<file path="config.mk">
export PLATFORM = sky130hd
export DESIGN_NAME = multiport_regfile
export DESIGN_NICKNAME = d
export VERILOG_FILES = /design/src/rtl/multiport_regfile.sv
export SDC_FILE = /design/constraint.sdc
export NUM_CORES = 2
export LEC_CHECK = 0
export ABC_CLOCK_PERIOD_IN_PS = 46200
export CAP_MARGIN = 20
export CORE_MARGIN = 2
export CORE_UTILIZATION = 54
export CTS_BUF_LIST = sky130_fd_sc_hd__clkbuf_8
export CTS_CLUSTER_DIAMETER = 200
export DETAILED_ROUTE_END_ITERATION = 8
export GPL_ROUTABILITY_DRIVEN = 0
export PLACE_DENSITY = 0.75
export SLEW_MARGIN = 30
export SYNTH_ARGS = -nofsm -noshare
export SYNTH_HDL_FRONTEND = slang
export SYNTH_SLANG_ARGS = --single-unit
</file>
<file path="constraint.sdc">
create_clock -name clk -period 46.2 [get_ports clk]
set_input_delay 11.55 -clock clk [delete_from_list [all_inputs] [get_ports clk]]
set_output_delay 11.55 -clock clk [all_outputs]
set_load 0.1 [all_outputs]
</file>
<file path="src/rtl/multiport_regfile.sv">
// ============================================================================
// Module   : multiport_regfile
// Brief    : N-read / M-write register file with busy scoreboard; x0 is zero.
//            Optional same-cycle write-to-read bypass via REGFILE_BYPASS_EN.
// Revision : 1.0
// ============================================================================
`default_nettype none

module multiport_regfile #(
  parameter int ADDRESS_WIDTH = 5,
  parameter int DATA_WIDTH    = 32,
  parameter int NUM_READ      = 2,
  parameter int NUM_WRITE     = 2
) (
  input  logic                              clk,
  input  logic                              rst,
  input  logic [NUM_READ*ADDRESS_WIDTH-1:0] rd_addr,
  output logic [NUM_READ*DATA_WIDTH-1:0]    rd_data,
  output logic [NUM_READ-1:0]               rd_busy,
  input  logic [NUM_WRITE-1:0]              wr_en,
  input  logic [NUM_WRITE*ADDRESS_WIDTH-1:0] wr_addr,
  input  logic [NUM_WRITE*DATA_WIDTH-1:0]   wr_data,
  input  logic                              issue_en,
  input  logic [ADDRESS_WIDTH-1:0]          issue_addr,
  output logic [ADDRESS_WIDTH:0]            busy_count,
  output logic [DATA_WIDTH-1:0]             a0
);

  localparam int c_DEPTH  = 2**ADDRESS_WIDTH;
  localparam int c_A0_IDX = 10;

  logic [DATA_WIDTH-1:0]    r_mem [c_DEPTH];
  logic [c_DEPTH-1:0]       r_busy;
  logic [ADDRESS_WIDTH:0]   r_busy_count;
  logic [c_DEPTH-1:0]       w_busy_nxt;
  logic [ADDRESS_WIDTH:0]   w_cnt_nxt;
  logic [ADDRESS_WIDTH-1:0] w_wa [NUM_WRITE];
  logic [DATA_WIDTH-1:0]    w_wd [NUM_WRITE];

  for (genvar j = 0; j < NUM_WRITE; j++) begin : g_wr_unpack
    assign w_wa[j] = wr_addr[j*ADDRESS_WIDTH +: ADDRESS_WIDTH];
    assign w_wd[j] = wr_data[j*DATA_WIDTH +: DATA_WIDTH];
  end

  // Later ports overwrite earlier ones, giving highest-index priority.
  always_ff @(posedge clk or posedge rst) begin
    if (rst) begin
      for (int r = 0; r < c_DEPTH; r++) begin
        r_mem[r] <= '0;
      end
    end else begin
      for (int j = 0; j < NUM_WRITE; j++) begin
        if (wr_en[j] && (w_wa[j] != '0)) begin
          r_mem[w_wa[j]] <= w_wd[j];
        end
      end
    end
  end

  // Issue is applied after writeback clears so a new producer stays outstanding.
  always_comb begin
    w_busy_nxt = r_busy;
    for (int j = 0; j < NUM_WRITE; j++) begin
      if (wr_en[j]) begin
        w_busy_nxt[w_wa[j]] = 1'b0;
      end
    end
    if (issue_en) begin
      w_busy_nxt[issue_addr] = 1'b1;
    end
    w_busy_nxt[0] = 1'b0;
  end

  always_comb begin
    w_cnt_nxt = '0;
    for (int r = 0; r < c_DEPTH; r++) begin
      w_cnt_nxt = w_cnt_nxt + (ADDRESS_WIDTH+1)'(w_busy_nxt[r]);
    end
  end

  always_ff @(posedge clk or posedge rst) begin
    if (rst) begin
      r_busy       <= '0;
      r_busy_count <= '0;
    end else begin
      r_busy       <= w_busy_nxt;
      r_busy_count <= w_cnt_nxt;
    end
  end

  assign busy_count = r_busy_count;
  assign a0         = r_mem[c_A0_IDX];

  for (genvar k = 0; k < NUM_READ; k++) begin : g_read
    logic [ADDRESS_WIDTH-1:0] w_ra;
    logic [DATA_WIDTH-1:0]    w_rd;
    logic                     w_rb;

    assign w_ra = rd_addr[k*ADDRESS_WIDTH +: ADDRESS_WIDTH];

    always_comb begin
      w_rd = r_mem[w_ra];
      w_rb = r_busy[w_ra];
`ifdef REGFILE_BYPASS_EN
      for (int j = 0; j < NUM_WRITE; j++) begin
        if (wr_en[j] && (w_wa[j] == w_ra) && (w_ra != '0)) begin
          w_rd = w_wd[j];
          w_rb = 1'b0;
        end
      end
`endif
    end

    assign rd_data[k*DATA_WIDTH +: DATA_WIDTH] = w_rd;
    assign rd_busy[k]                          = w_rb;
  end

endmodule

`default_nettype wire

</file>
==> results.json <==
{
  "p_per_area_mw_per_mm2": 49.1,
  "routed_wl_um": 244000,
  "synthesis.nets": 6344,
  "cts_hold_buf": 0,
  "vias_per_cell": 7.08,
  "path_max_fanout": 68,
  "cap_violations": 0,
  "cts_buffer_depth": 3,
  "timing.final.hold_violations": 0,
  "grt_pass1_wl_um": 356000,
  "ctsResizeCount": 0,
  "ioPinCount": 198,
  "fin_crit_ns": 28.75,
  "synth_common_cells": "dfrtp_1 (1061), nand2_1 (979), mux2i_1 (774), nor2_1 (522), mux4_2 (518)",
  "dr_total_vias": 54800,
  "clk_pin_slew_ns": 0.06,
  "worstPathArrival_ns": 17.20,
  "antenna_left": 0,
  "async_reset_ff_frac": 1.00,
  "max_freq_mhz": 34.8,
  "start_kind": "input port",
  "dieArea_mm2": 0.123,
  "violations": "design-rule violations",
  "p_leak_nw": 31.0,
  "portBuffers": 197,
  "drc": 3,
  "cts.sinks": 1061,
  "grt_util_all_layers": 0.396,
  "first_pass_iters": 9,
  "hp-class": "flip-flop to flip-flop",
  "synthFlopType": "dfrtp_1",
  "slew_viol_final": 0,
  "antenna_found_initial": 36,
  "fin_skew_ns": 0.0222,
  "synth_area_mm2": 0.0651,
  "hpwl_um": 135000,
  "synth_top_area_cell": "dfrtp_1",
  "drive_gt1_frac": 0.182,
  "cts_setup_buffers": 0,
  "synth_edf_count": 0,
  "grt_pass1_vias": 53500,
  "synth_top_cell_area_share": 0.408,
  "setup_viol": 0,
  "power_mw": 3.46,
  "core_mm2": 0.120,
  "numCtsBuffers": 183,
  "slew_headroom": 0.258,
  "seq_area_frac_synth": 0.408,
  "outcome": "finished, violations left",
  "nNetsFinal": 6079,
  "worst_pin_slew_ns": 1.11,
  "clock_latency_ns": 0.91,
  "die_height_um": 351,
  "avgRoutedWirePerCell_um": 31.5,
  "hold_slack_ns": 0.396,
  "fillers": 9628,
  "yosys_warnings": 0,
  "criticalPathCategory": "input port to primary output",
  "synth.area.top_cells": "dfrtp_1 (41%), mux4_2 (18%), mux2i_1 (12%)",
  "area_delta_synth_final_pct": 8.27,
  "cts_max_level": 4,
  "vdd_drop_max_v": 0.0000809,
  "yosysMostFrequentCell": "dfrtp_1",
  "initial_core_util": 0.543,
  "cts_tree": "built",
  "grt_max_degree": 174,
  "rsz0062_at_grt": "no",
  "row_count": 127,
  "cp_data_required_time_ns": 34.65,
  "cts_root_buffer": "clkbuf_8",
  "synth.distinct_cells": 59,
  "die_w_um": 351,
  "finalSetupTns_ns": 0,
  "fin_crit_sh": 0.622,
  "synth_seq_cells": 1061,
  "syn_avg_cell_area_um2": 10.5,
  "synthesis.instances": 6220,
  "crit_path_end_kind": "primary output",
  "grt_overflow_total": 0,
  "drtIter0Drc": 9299
}
[final cells by class]
class / count / area (µm²) / share of cell area
Antenna cell: 21 / 52.6 / 0.000746
Multi-Input combinational cell: 4351 / 35100 / 0.498
Clock inverter: 90 / 624 / 0.00886
Tap cell: 1612 / 2020 / 0.0286
Inverter: 38 / 155 / 0.00220
Clock buffer: 235 / 3230 / 0.0459
Sequential cell: 1061 / 26600 / 0.377
Timing Repair Buffer: 320 / 2720 / 0.0386
[critical path: stages]
cell and delay, ns:
buf_8 0.60, buf_6 0.61, buf_4 0.76, buf_4 0.79, mux4_2 0.37, o22ai_1 0.08, nor4_1 0.87, clkdlybuf4s50_1 1.29
[report_power, final]
part | leakage, nW | total [mW] | switching [mW] | internal (mW)
combinational | 15.7 | 1.16 | 0.630 | 0.528
clock | 2.19 | 0.919 | 0.419 | 0.500
sequential | 13.0 | 1.38 | 0.205 | 1.18
total | 31.0 | 3.46 | 1.25 | 2.20
[per-layer routing]
layer / vias up / track usage / part of all wire
met5: - / 0 / 0.00057
met4: 20 / 0.312 / 0.091
met3: 1342 / 0.156 / 0.15
met2: 4771 / 0.561 / 0.43
met1: 26600 / 0.483 / 0.33
li1: 22100 / - / -
[logic make-up (layout without fill, tap and decap cells)]
| group | after synthesis | after routing | share of synthesized area |
|---|---|---|---|
| AO/OA/AOI/OAI | 1325 | 1325 | 0.114 |
| XOR/XNOR | 3 | 3 | 0.000404 |
| adder cells (fa/ha/maj) | 30 | 30 | 0.00842 |
| buffers and inverters | 808 | 683 | 0.0605 |
| flip-flops | 1061 | 1061 | 0.408 |
| multiplexers | 1300 | 1300 | 0.300 |
| other | 0 | 21 | 0 |
| AND/OR/NAND/NOR | 1693 | 1693 | 0.109 |
[path summary, 6_finish.rpt]
check	startpoint	endpoint	slack [ns]	cells past startpoint
setup reg to reg	r_busy[14]$_DFF_PP0_	busy_count[4]$_DFF_PP0_	40.90	17
setup / recovery	rd_addr[6]	rd_data[59]	17.45	8
min in group asynchronous	rst	r_mem[836]$_DFF_PP0_	11.19	2
max in group asynchronous	rst	r_mem[338]$_DFF_PP0_	32.02	5
hold / removal	r_mem[1006]$_DFF_PP0_	r_mem[1006]$_DFF_PP0_	0.40	0
hold reg to reg	r_mem[1006]$_DFF_PP0_	r_mem[1006]$_DFF_PP0_	0.40	0
[layout by cell type, fill, tap and decap left out, types with 12 or more instances in the layout]
cell	instances
a21oi_1	302
a31oi_1	216
a32oi_1	15
and3b_1	12
buf_2	65
buf_4	104
buf_6	13
clkbuf_8	235
clkdlybuf4s50_1	127
clkinv_2	23
dfrtp_1	1061
diode_2	21
fa_1	23
inv_1	87
mux2i_1	774
mux4_2	518
nand2_1	945
nand2_2	20
nand2_4	18
nor2_1	515
nor2_4	28
nor4_1	56
o21ai_0	483
o21ai_1	16
o22ai_1	256
[registers in the layout (all words and copies together), names as in the netlist]
register    cells
r_busy         31
r_mem         992
a0             32
busy_count      6
[through the flow]
| stage | cells | area [µm²] | setup slack [ns] | utilization |
|---|---|---|---|---|
| floorplan | 6220 | 65100 | 4.78 | - |
| global placement | 7378 | 66600 | 16.98 | 0.556 |
| detailed placement | 7379 | 66400 | 17.22 | 0.554 |
| CTS | 7704 | 70300 | 17.23 | 0.587 |
| global route | 7723 | 70500 | 17.26 | 0.588 |
| finish | 7728 | 70500 | 17.45 | 0.588 |
(Power assumes the default switching activity.)
